[config.mk]
export PLATFORM = sky130hd
export DESIGN_NAME = mole_round_ctrl
export DESIGN_NICKNAME = d
export VERILOG_FILES = /design/src/rtl/mole_round_ctrl.sv
export SDC_FILE = /design/constraint.sdc
export NUM_CORES = 1
export LEC_CHECK = 0
export CAP_MARGIN = 10
export CORE_MARGIN = 4
export CORE_UTILIZATION = 27
export CTS_CLUSTER_DIAMETER = 120
export CTS_CLUSTER_SIZE = 8
export DETAILED_ROUTE_END_ITERATION = 8
export HOLD_SLACK_MARGIN = 0.05
export SLEW_MARGIN = 0
export SYNTH_ARGS = -nofsm -noshare
export SYNTH_HDL_FRONTEND = slang
export SYNTH_SLANG_ARGS = --single-unit
[constraint.sdc]
create_clock -name clk -period 3.16 [get_ports clk]
set_input_delay 0.316 -clock clk [delete_from_list [all_inputs] [get_ports clk]]
set_output_delay 0.316 -clock clk [all_outputs]
set_load 0.02 [all_outputs]
[src/rtl/mole_round_ctrl.sv]
// mole_round_ctrl: whack-a-mole round sequencer; LFSR mole pick, window timing, scoring and game end.
module mole_round_ctrl #(
    parameter int          N_MOLES     = 10,
    parameter int          WINDOW_INIT = 50_000_000,
    parameter int          WINDOW_MIN  = 10_000_000,
    parameter int          WINDOW_STEP = 2_000_000,
    parameter int          GAP_CYCLES  = 12_500_000,
    parameter int          ROUNDS      = 30,
    parameter int          MAX_MISSES  = 3,
    parameter int          RESOLVE_TMO = 8,
    parameter logic [15:0] LFSR_SEED   = 16'hACE1
) (
    input  logic               clk,
    input  logic               rst,
    input  logic               start,
    input  logic               hit_pulse,
    input  logic               miss_pulse,
    output logic [N_MOLES-1:0] active_onehot,
    output logic               led_toggle,
    output logic [7:0]         score,
    output logic [3:0]         misses,
    output logic [7:0]         round_idx,
    output logic               busy,
    output logic               game_over
);
    localparam int WW    = $clog2(WINDOW_INIT + 1);
    localparam int CMAX0 = WINDOW_INIT > GAP_CYCLES ? WINDOW_INIT : GAP_CYCLES;
    localparam int CMAX  = CMAX0 > RESOLVE_TMO ? CMAX0 : RESOLVE_TMO;
    localparam int CW    = $clog2(CMAX + 1);
    localparam int IW    = $clog2(N_MOLES + 1);
    localparam logic [2:0] IDLE    = 3'd0;
    localparam logic [2:0] GAP     = 3'd1;
    localparam logic [2:0] LIT     = 3'd2;
    localparam logic [2:0] RESOLVE = 3'd3;
    localparam logic [2:0] OVER    = 3'd4;
    logic [2:0]    state;
    logic [15:0]   lfsr;
    logic [IW-1:0] prev_idx, raw_idx, pick_idx;
    logic [CW-1:0] cnt;
    logic [WW-1:0] window, window_dec;
    logic [7:0]    score_n;
    logic [3:0]    misses_n;
    logic          hit_ev, miss_ev, finish;
    // Counts used for the end-of-game decision are the post-verdict values.
    always_comb begin
        raw_idx    = IW'(lfsr[7:0] % 8'(N_MOLES));
        pick_idx   = (raw_idx != prev_idx) ? raw_idx :
                     (raw_idx == IW'(N_MOLES - 1)) ? '0 : raw_idx + 1'b1;
        hit_ev     = hit_pulse && (state == LIT || state == RESOLVE);
        miss_ev    = !hit_pulse && state == RESOLVE && (miss_pulse || cnt == '0);
        score_n    = (hit_ev && score != 8'hff) ? score + 8'd1 : score;
        misses_n   = miss_ev ? misses + 4'd1 : misses;
        window_dec = (int'(window) >= WINDOW_MIN + WINDOW_STEP) ? window - WW'(WINDOW_STEP)
                                                                 : WW'(WINDOW_MIN);
        finish     = misses_n == 4'(MAX_MISSES) || round_idx == 8'(ROUNDS);
    end
    always_ff @(posedge clk) begin
        if (rst) begin
            state         <= IDLE;
            lfsr          <= LFSR_SEED;
            prev_idx      <= IW'(N_MOLES);
            cnt           <= '0;
            window        <= WW'(WINDOW_INIT);
            active_onehot <= '0;
            led_toggle    <= 1'b0;
            score         <= '0;
            misses        <= '0;
            round_idx     <= '0;
            busy          <= 1'b0;
            game_over     <= 1'b0;
        end else begin
            lfsr       <= {lfsr[14:0], lfsr[15] ^ lfsr[13] ^ lfsr[12] ^ lfsr[10]};
            led_toggle <= 1'b0;
            if (hit_ev || miss_ev) begin
                score         <= score_n;
                misses        <= misses_n;
                active_onehot <= '0;
                state         <= finish ? OVER : GAP;
                cnt           <= CW'(GAP_CYCLES - 1);
                busy          <= !finish;
                game_over     <= finish;
                if (hit_ev) window <= window_dec;
            end else begin
                case (state)
                    IDLE, OVER: if (start) begin
                        state     <= GAP;
                        cnt       <= CW'(GAP_CYCLES - 1);
                        score     <= '0;
                        misses    <= '0;
                        round_idx <= '0;
                        window    <= WW'(WINDOW_INIT);
                        busy      <= 1'b1;
                        game_over <= 1'b0;
                    end
                    GAP: if (cnt == '0) begin
                        prev_idx      <= pick_idx;
                        active_onehot <= N_MOLES'(1) << pick_idx;
                        round_idx     <= round_idx + 8'd1;
                        cnt           <= CW'(window) - 1'b1;
                        led_toggle    <= window == WW'(1);
                        state         <= LIT;
                    end else cnt <= cnt - 1'b1;
                    // led_toggle is registered, so it is raised one cycle ahead of the last lit cycle.
                    LIT: if (cnt == '0) begin
                        state <= RESOLVE;
                        cnt   <= CW'(RESOLVE_TMO - 1);
                    end else begin
                        cnt        <= cnt - 1'b1;
                        led_toggle <= cnt == CW'(1);
                    end
                    RESOLVE: cnt <= cnt - 1'b1;
                    default: state <= IDLE;
                endcase
            end
        end
    end
endmodule

== After elaboration in Yosys (flattened, before gate mapping) ==
Cells that the tools add are included.

* Input port bits: 5
* Output and inout port bits: 33
* Word-level logic and storage cells: 111
* Bits in registers: 108

* Div/mod/pow operators: 1
* Order comparisons: 1
* Reductions and logical operators: 28
* Muxes and demuxes: 37
* Equal/unequal tests: 19
* Add/subtract/negate cells: 7
* Shifts and indexed selects: 1
* Bitwise operators: 4

{| class="wikitable"
|+ Operators with widths
! cell !! number
|-
| 26-bit 2-to-1 mux || 8
|-
| 26-bit case mux with 4 select lines || 1
|-
| 26-bit by 1-bit == test with 1-bit output (second input constant) || 2
|-
| 26-bit by 1-bit subtractor with 26-bit output (second input constant) || 2
|-
| 8-bit 2-to-1 mux || 5
|-
| 26-bit by 24-bit greater-or-equal comparator with 1-bit output (second input constant) || 1
|-
| 26-bit logical NOT || 1
|-
| 26-bit by 21-bit subtractor with 26-bit output (second input constant) || 1
|-
| 24-bit 2-to-1 mux || 1
|-
| 4-bit 2-to-1 mux || 6
|-
| 8-bit by 1-bit adder with 8-bit output (second input constant) || 2
|-
| 8-bit case mux with 2 select lines || 1
|-
| 3-bit 2-to-1 mux || 5
|-
| 3-bit case mux with 4 select lines || 1
|-
| 1-bit by 4-bit << shifter with 10-bit output (first input constant) || 1
|-
| 3-bit AND reduction || 3
|-
| 4-bit by 1-bit adder with 4-bit output (second input constant) || 2
|-
| 8-bit by 5-bit == test with 1-bit output (second input constant) || 1
|-
| 8-bit by 4-bit remainder unit with 8-bit output (second input constant) || 1
|-
| 1-bit 2-to-1 mux || 8
|-
| 2-bit inequality test (second input constant) || 4
|-
| 8-bit inequality test (second input constant) || 1
|-
| 2-bit AND reduction || 4
|-
| 4-bit AND reduction || 2
|-
| 20 further kinds || 34
|}

== Depth between registers and ports, before layout ==
* Word-level depth: 8
* Mapped depth: 13
* Mapped depth without buffers: 11

== Worst setup path after synthesis ==
Ideal clock, no wire load.

* Path type: flip-flop to flip-flop
* Start: register lfsr[2]
* End: register active_onehot[7]
* Stages on the path, launching flop included: 12
* Period minus slack after synthesis: 2.798 ns
* Path slack: 0.362 ns
* Arrival time: 2.681 ns
* Library setup time: 0.117 ns
* Data required time: 3.043 ns
* Buffers on the path: 1
* Path through: dfxtp_1 buf_6 nor4bb_1 o21ai_1 o211ai_2 a2111oi_4 nand4b_1 a311oi_2 nor3_2 o32a_1 or3_1 a22o_1

* Word-level cells in the longest chain between the ends: 5
* Elaborated cells between the ends (all ways): 7
* Those cells by class: add/sub: 1; div: 1; eq/ne: 2; shift: 1; mux: 2

{| class="wikitable"
|+ RTL lines
! item !! line !! source
|-
| from (decl) || 37 || <nowiki>logic [15:0] lfsr;</nowiki>
|-
| from (signal assigned) || 72 || <nowiki>lfsr <= {lfsr[14:0], lfsr[15] ^ lfsr[13] ^ lfsr[12] ^ lfsr[10]};</nowiki>
|-
| 8-bit by 4-bit remainder unit with 8-bit output * || 46 || <nowiki>raw_idx = IW'(lfsr[7:0] % 8'(N_MOLES));</nowiki>
|-
| 4-bit by 1-bit adder with 4-bit output / 4-bit == test (equally long branches) || 48 || <nowiki>(raw_idx == IW'(N_MOLES - 1)) ? '0 : raw_idx + 1'b1;</nowiki>
|-
| 4-bit 2-to-1 mux || 48 ||
|-
| 4-bit 2-to-1 mux * || 47 || <nowiki>pick_idx = (raw_idx != prev_idx) ? raw_idx :</nowiki>
|-
| 1-bit by 4-bit << shifter with 10-bit output * || 97 || <nowiki>active_onehot <= N_MOLES'(1) << pick_idx;</nowiki>
|-
| to (signal assigned) || 97 ||
|-
| to (decl) || 18 || <nowiki>output logic [N_MOLES-1:0] active_onehot,</nowiki>
|}

Mark *: on every way between the ends. The rest lies on a longest branch, timed or not.
A chain may end at the register's enable or synchronous reset.

== Worst setup path after layout ==
* Start: register lfsr[5]
* End: register active_onehot[4]

Same word-level chain as after synthesis.

==> reports/qor.txt <==
Pleak -> 2.46 nW
TritonCTS clock tree -> built
worst-skew pair later-pin latency -> 350 ps
Non-Filler Instances -> 1047
HP Start -> rst
Worst path max stage delay -> 420 ps
Slowest cell on crit path -> a211o_2
Core Region -> 20600 µm²
critical path endpoint category -> flip-flop
die area -> 23600 µm²
Register-to-Register Setup Slack -> 160 ps
Worst setup SP type -> flip-flop
antenna violations before repair -> 0
status -> completed
post-synth top area share -> 0.353
area of the multi-input gates -> 3500 µm²
Pwr Total -> 3.24 mW
Cell Pwr Density -> 473 nW/µm²
setup total negative slack -> 0 ps
Syn-to-layout area delta -> 19.6%
antenna cells -> 0
Slew HR -> 0.353
DR vias/cell -> 5.02
Reg-to-Reg End -> active_onehot[4]
GR Util All Layers -> 0.125
worst reg2reg startpoint -> lfsr[5]
Clock Skew -> 12.3 ps
via count -> 5261
Clock transition at path regs -> 70 ps
io pins -> 38
Fmax achieved -> 0.333 GHz
fin crit share -> 0.950
Synth Instances -> 734
syn_area_per_cell -> 7.80 µm²
port bufs -> 37
r2r worst-path depth -> 10
DRT antenna net count -> 0
share of synthesized registers carrying an async set or reset -> 0
pin count of the biggest net entering global routing -> 30
Final setup viols -> 0
Root Driver -> clkbuf_16
placed cell count -> 1029
Peak supply drop -> 0.000234 V
CTS Buffer Depth -> 2
htree depth -> 3
grt ovf -> 0
Die H -> 154 µm
first-pass GRT wire length -> 24900 µm
ratio of cells with drive above 1 in the final layout -> 0.107
post-DR wirelength/cell -> 14.1 µm
vias in the first global route -> 4912
Worst Path Arrival -> 3250 ps
DRT iter0 DRCs -> 340
detailed placer's ending HPWL -> 10700 µm
detailed-route DRC error count -> 0
Seq/Total Area, Yosys -> 0.353
crit path cell chain -> nand2b_2 -> or3_1 -> o311ai_2 -> a21oi_1 -> a211o_2 -> a311oi_4 -> nor3_4 -> o32a_1 -> o31a_1 -> a22o_1
initial core utilization -> 0.278
Final Hold Fails -> 0
FP Rows -> 52
count leader, synth -> dfxtp_1
Cell variety after synth -> 76
final slew viol count -> 0
Most used DFF post-synth -> dfxtp_1
critical setup path kind -> reg -> reg
final wirelength -> 14800 µm
synthesized flop and latch total -> 101
Synth Cell Area -> 5720 µm²
Post-Synthesis Net Count -> 747
synth top area cells -> dfxtp_1 (35%), nor2_1 (6.4%), a21oi_1 (5.1%)
cell family with most CP delay -> compound AO/OA/AOI/OAI gates
cell taking the most area after synthesis -> dfxtp_1
Worst Path Buf+Inv -> 0
MaxCap Viol Count -> 0
Worst Hold End -> lfsr[0]
Post-synth EDFFs -> 0
fin nets -> 785
Syn. warnings -> 0
Layout fillers -> 2206
CTS Sinks -> 101
Die X -> 154 µm
gpl congestion -> 0.830
largest fanout on the critical path -> 9
Worst-Margin Slew -> 971 ps
setup slack at placement -> 12.6 ps
top cells by count, synth -> dfxtp_1 (101), nor2_1 (98), nand2_1 (76)
FF/Latch Area -> 2030 µm²
Hold Crit Depth -> 3
HP Class -> in -> reg
fin crit period -> 3000 ps
count of TritonRoute iterations in the first routing pass -> 5
CTS Buf Count -> 9
post-route setup slack -> 157 ps
CP required -> 3410 ps
## flip-flops by register name, indices dropped and copies added, names as in the netlist
name           count
cnt               26
score              8
active_onehot     10
busy               1
game_over          1
state              3
misses             4
round_idx          8
window            19
led_toggle         1
lfsr              16
prev_idx           4
## cells by family (layout without fill, tap and decap cells)
group / count (synthesis) / count (layout) / share of synthesized area
flip-flops: 101 / 101 / 0.353
AND/OR/NAND/NOR: 329 / 329 / 0.286
AO/OA/AOI/OAI: 189 / 189 / 0.220
XOR/XNOR: 49 / 49 / 0.0763
buffers and inverters: 55 / 98 / 0.0413
multiplexers: 3 / 3 / 0.00590
adder cells (fa/ha/maj): 8 / 8 / 0.0175
## how the worst max path moves through the flow
stage               startpoint                to  slack [ps]  cells past startpoint
finish                 lfsr[5]  active_onehot[4]         160                     10
global route           lfsr[2]  active_onehot[0]         -30                     11
CTS                    lfsr[4]  active_onehot[4]           1                     10
detailed placement     lfsr[4]  active_onehot[4]          10                     10
global placement       lfsr[4]  active_onehot[4]          80                     10
floorplan              lfsr[2]  active_onehot[7]         360                     11
## layer usage
layer / GRT usage / up-vias / wire length (µm)
li1: - / 2716 / -
met1: 0.175 / 2436 / 7100
met2: 0.199 / 98 / 6880
met3: 0.0230 / 11 / 622
met4: 0.0282 / 0 / 165
met5: 0 / - / 0
## final cells by class
type	count	share of cell area
multi-input combinational	578	0.511
sequential	101	0.297
timing repair buffer	65	0.0859
tap	270	0.0494
clock buffer	12	0.0389
inverter	17	0.00932
clock inverter	4	0.00804
## cells in the final DEF (no fill, tap or decap), types with 4 or more instances in the layout
| master | count |
|---|---|
| a22o_1 | 7 |
| nor2b_1 | 12 |
| a21oi_1 | 57 |
| nand2b_1 | 16 |
| inv_1 | 17 |
| a211oi_1 | 7 |
| or2_2 | 10 |
| o211ai_1 | 6 |
| nor4_1 | 11 |
| or3_1 | 10 |
| o21ai_0 | 48 |
| dfxtp_1 | 96 |
| a21o_1 | 4 |
| nand4_1 | 8 |
| o311ai_0 | 4 |
| and3_1 | 6 |
| clkbuf_16 | 9 |
| ha_1 | 8 |
| nand3_1 | 17 |
| nand2_1 | 76 |
| nor3_1 | 30 |
| nor3b_1 | 5 |
| xor2_1 | 26 |
| a31oi_1 | 4 |
| nand4b_1 | 4 |
| clkdlybuf4s50_1 | 36 |
| nor2_1 | 98 |
| buf_4 | 27 |
| and2_1 | 9 |
| o22ai_1 | 4 |
| xnor2_1 | 22 |
## repair_timing
item	4_1_cts	5_1_grt
resized for setup	0	13
setup buffers	0	2
setup endpoints to repair	0	14
hold buffers	0	0
## worst min-delay path, cell delays in order
cell and delay, ps:
buf_2 100, inv_1 120, nand2_1 80
## per-stage QoR
stage | utilization | instance area (µm²) | hold WS, ps
3_5_place_dp | 0.314 | 6460 | 398
3_3_place_gp | 0.314 | 6460 | 392
2_1_floorplan | - | 5720 | 389
6_report | 0.333 | 6840 | 297
4_1_cts | 0.330 | 6790 | 297
5_1_grt | 0.333 | 6840 | 316
## power by group
part           total [mW]  internal [mW]  switching (mW)
Sequential           1.43           1.34          0.0905
Combinational       0.631          0.255           0.376
Clock                1.18          0.682           0.494
No activity file was read; power rests on OpenSTA's default activity.
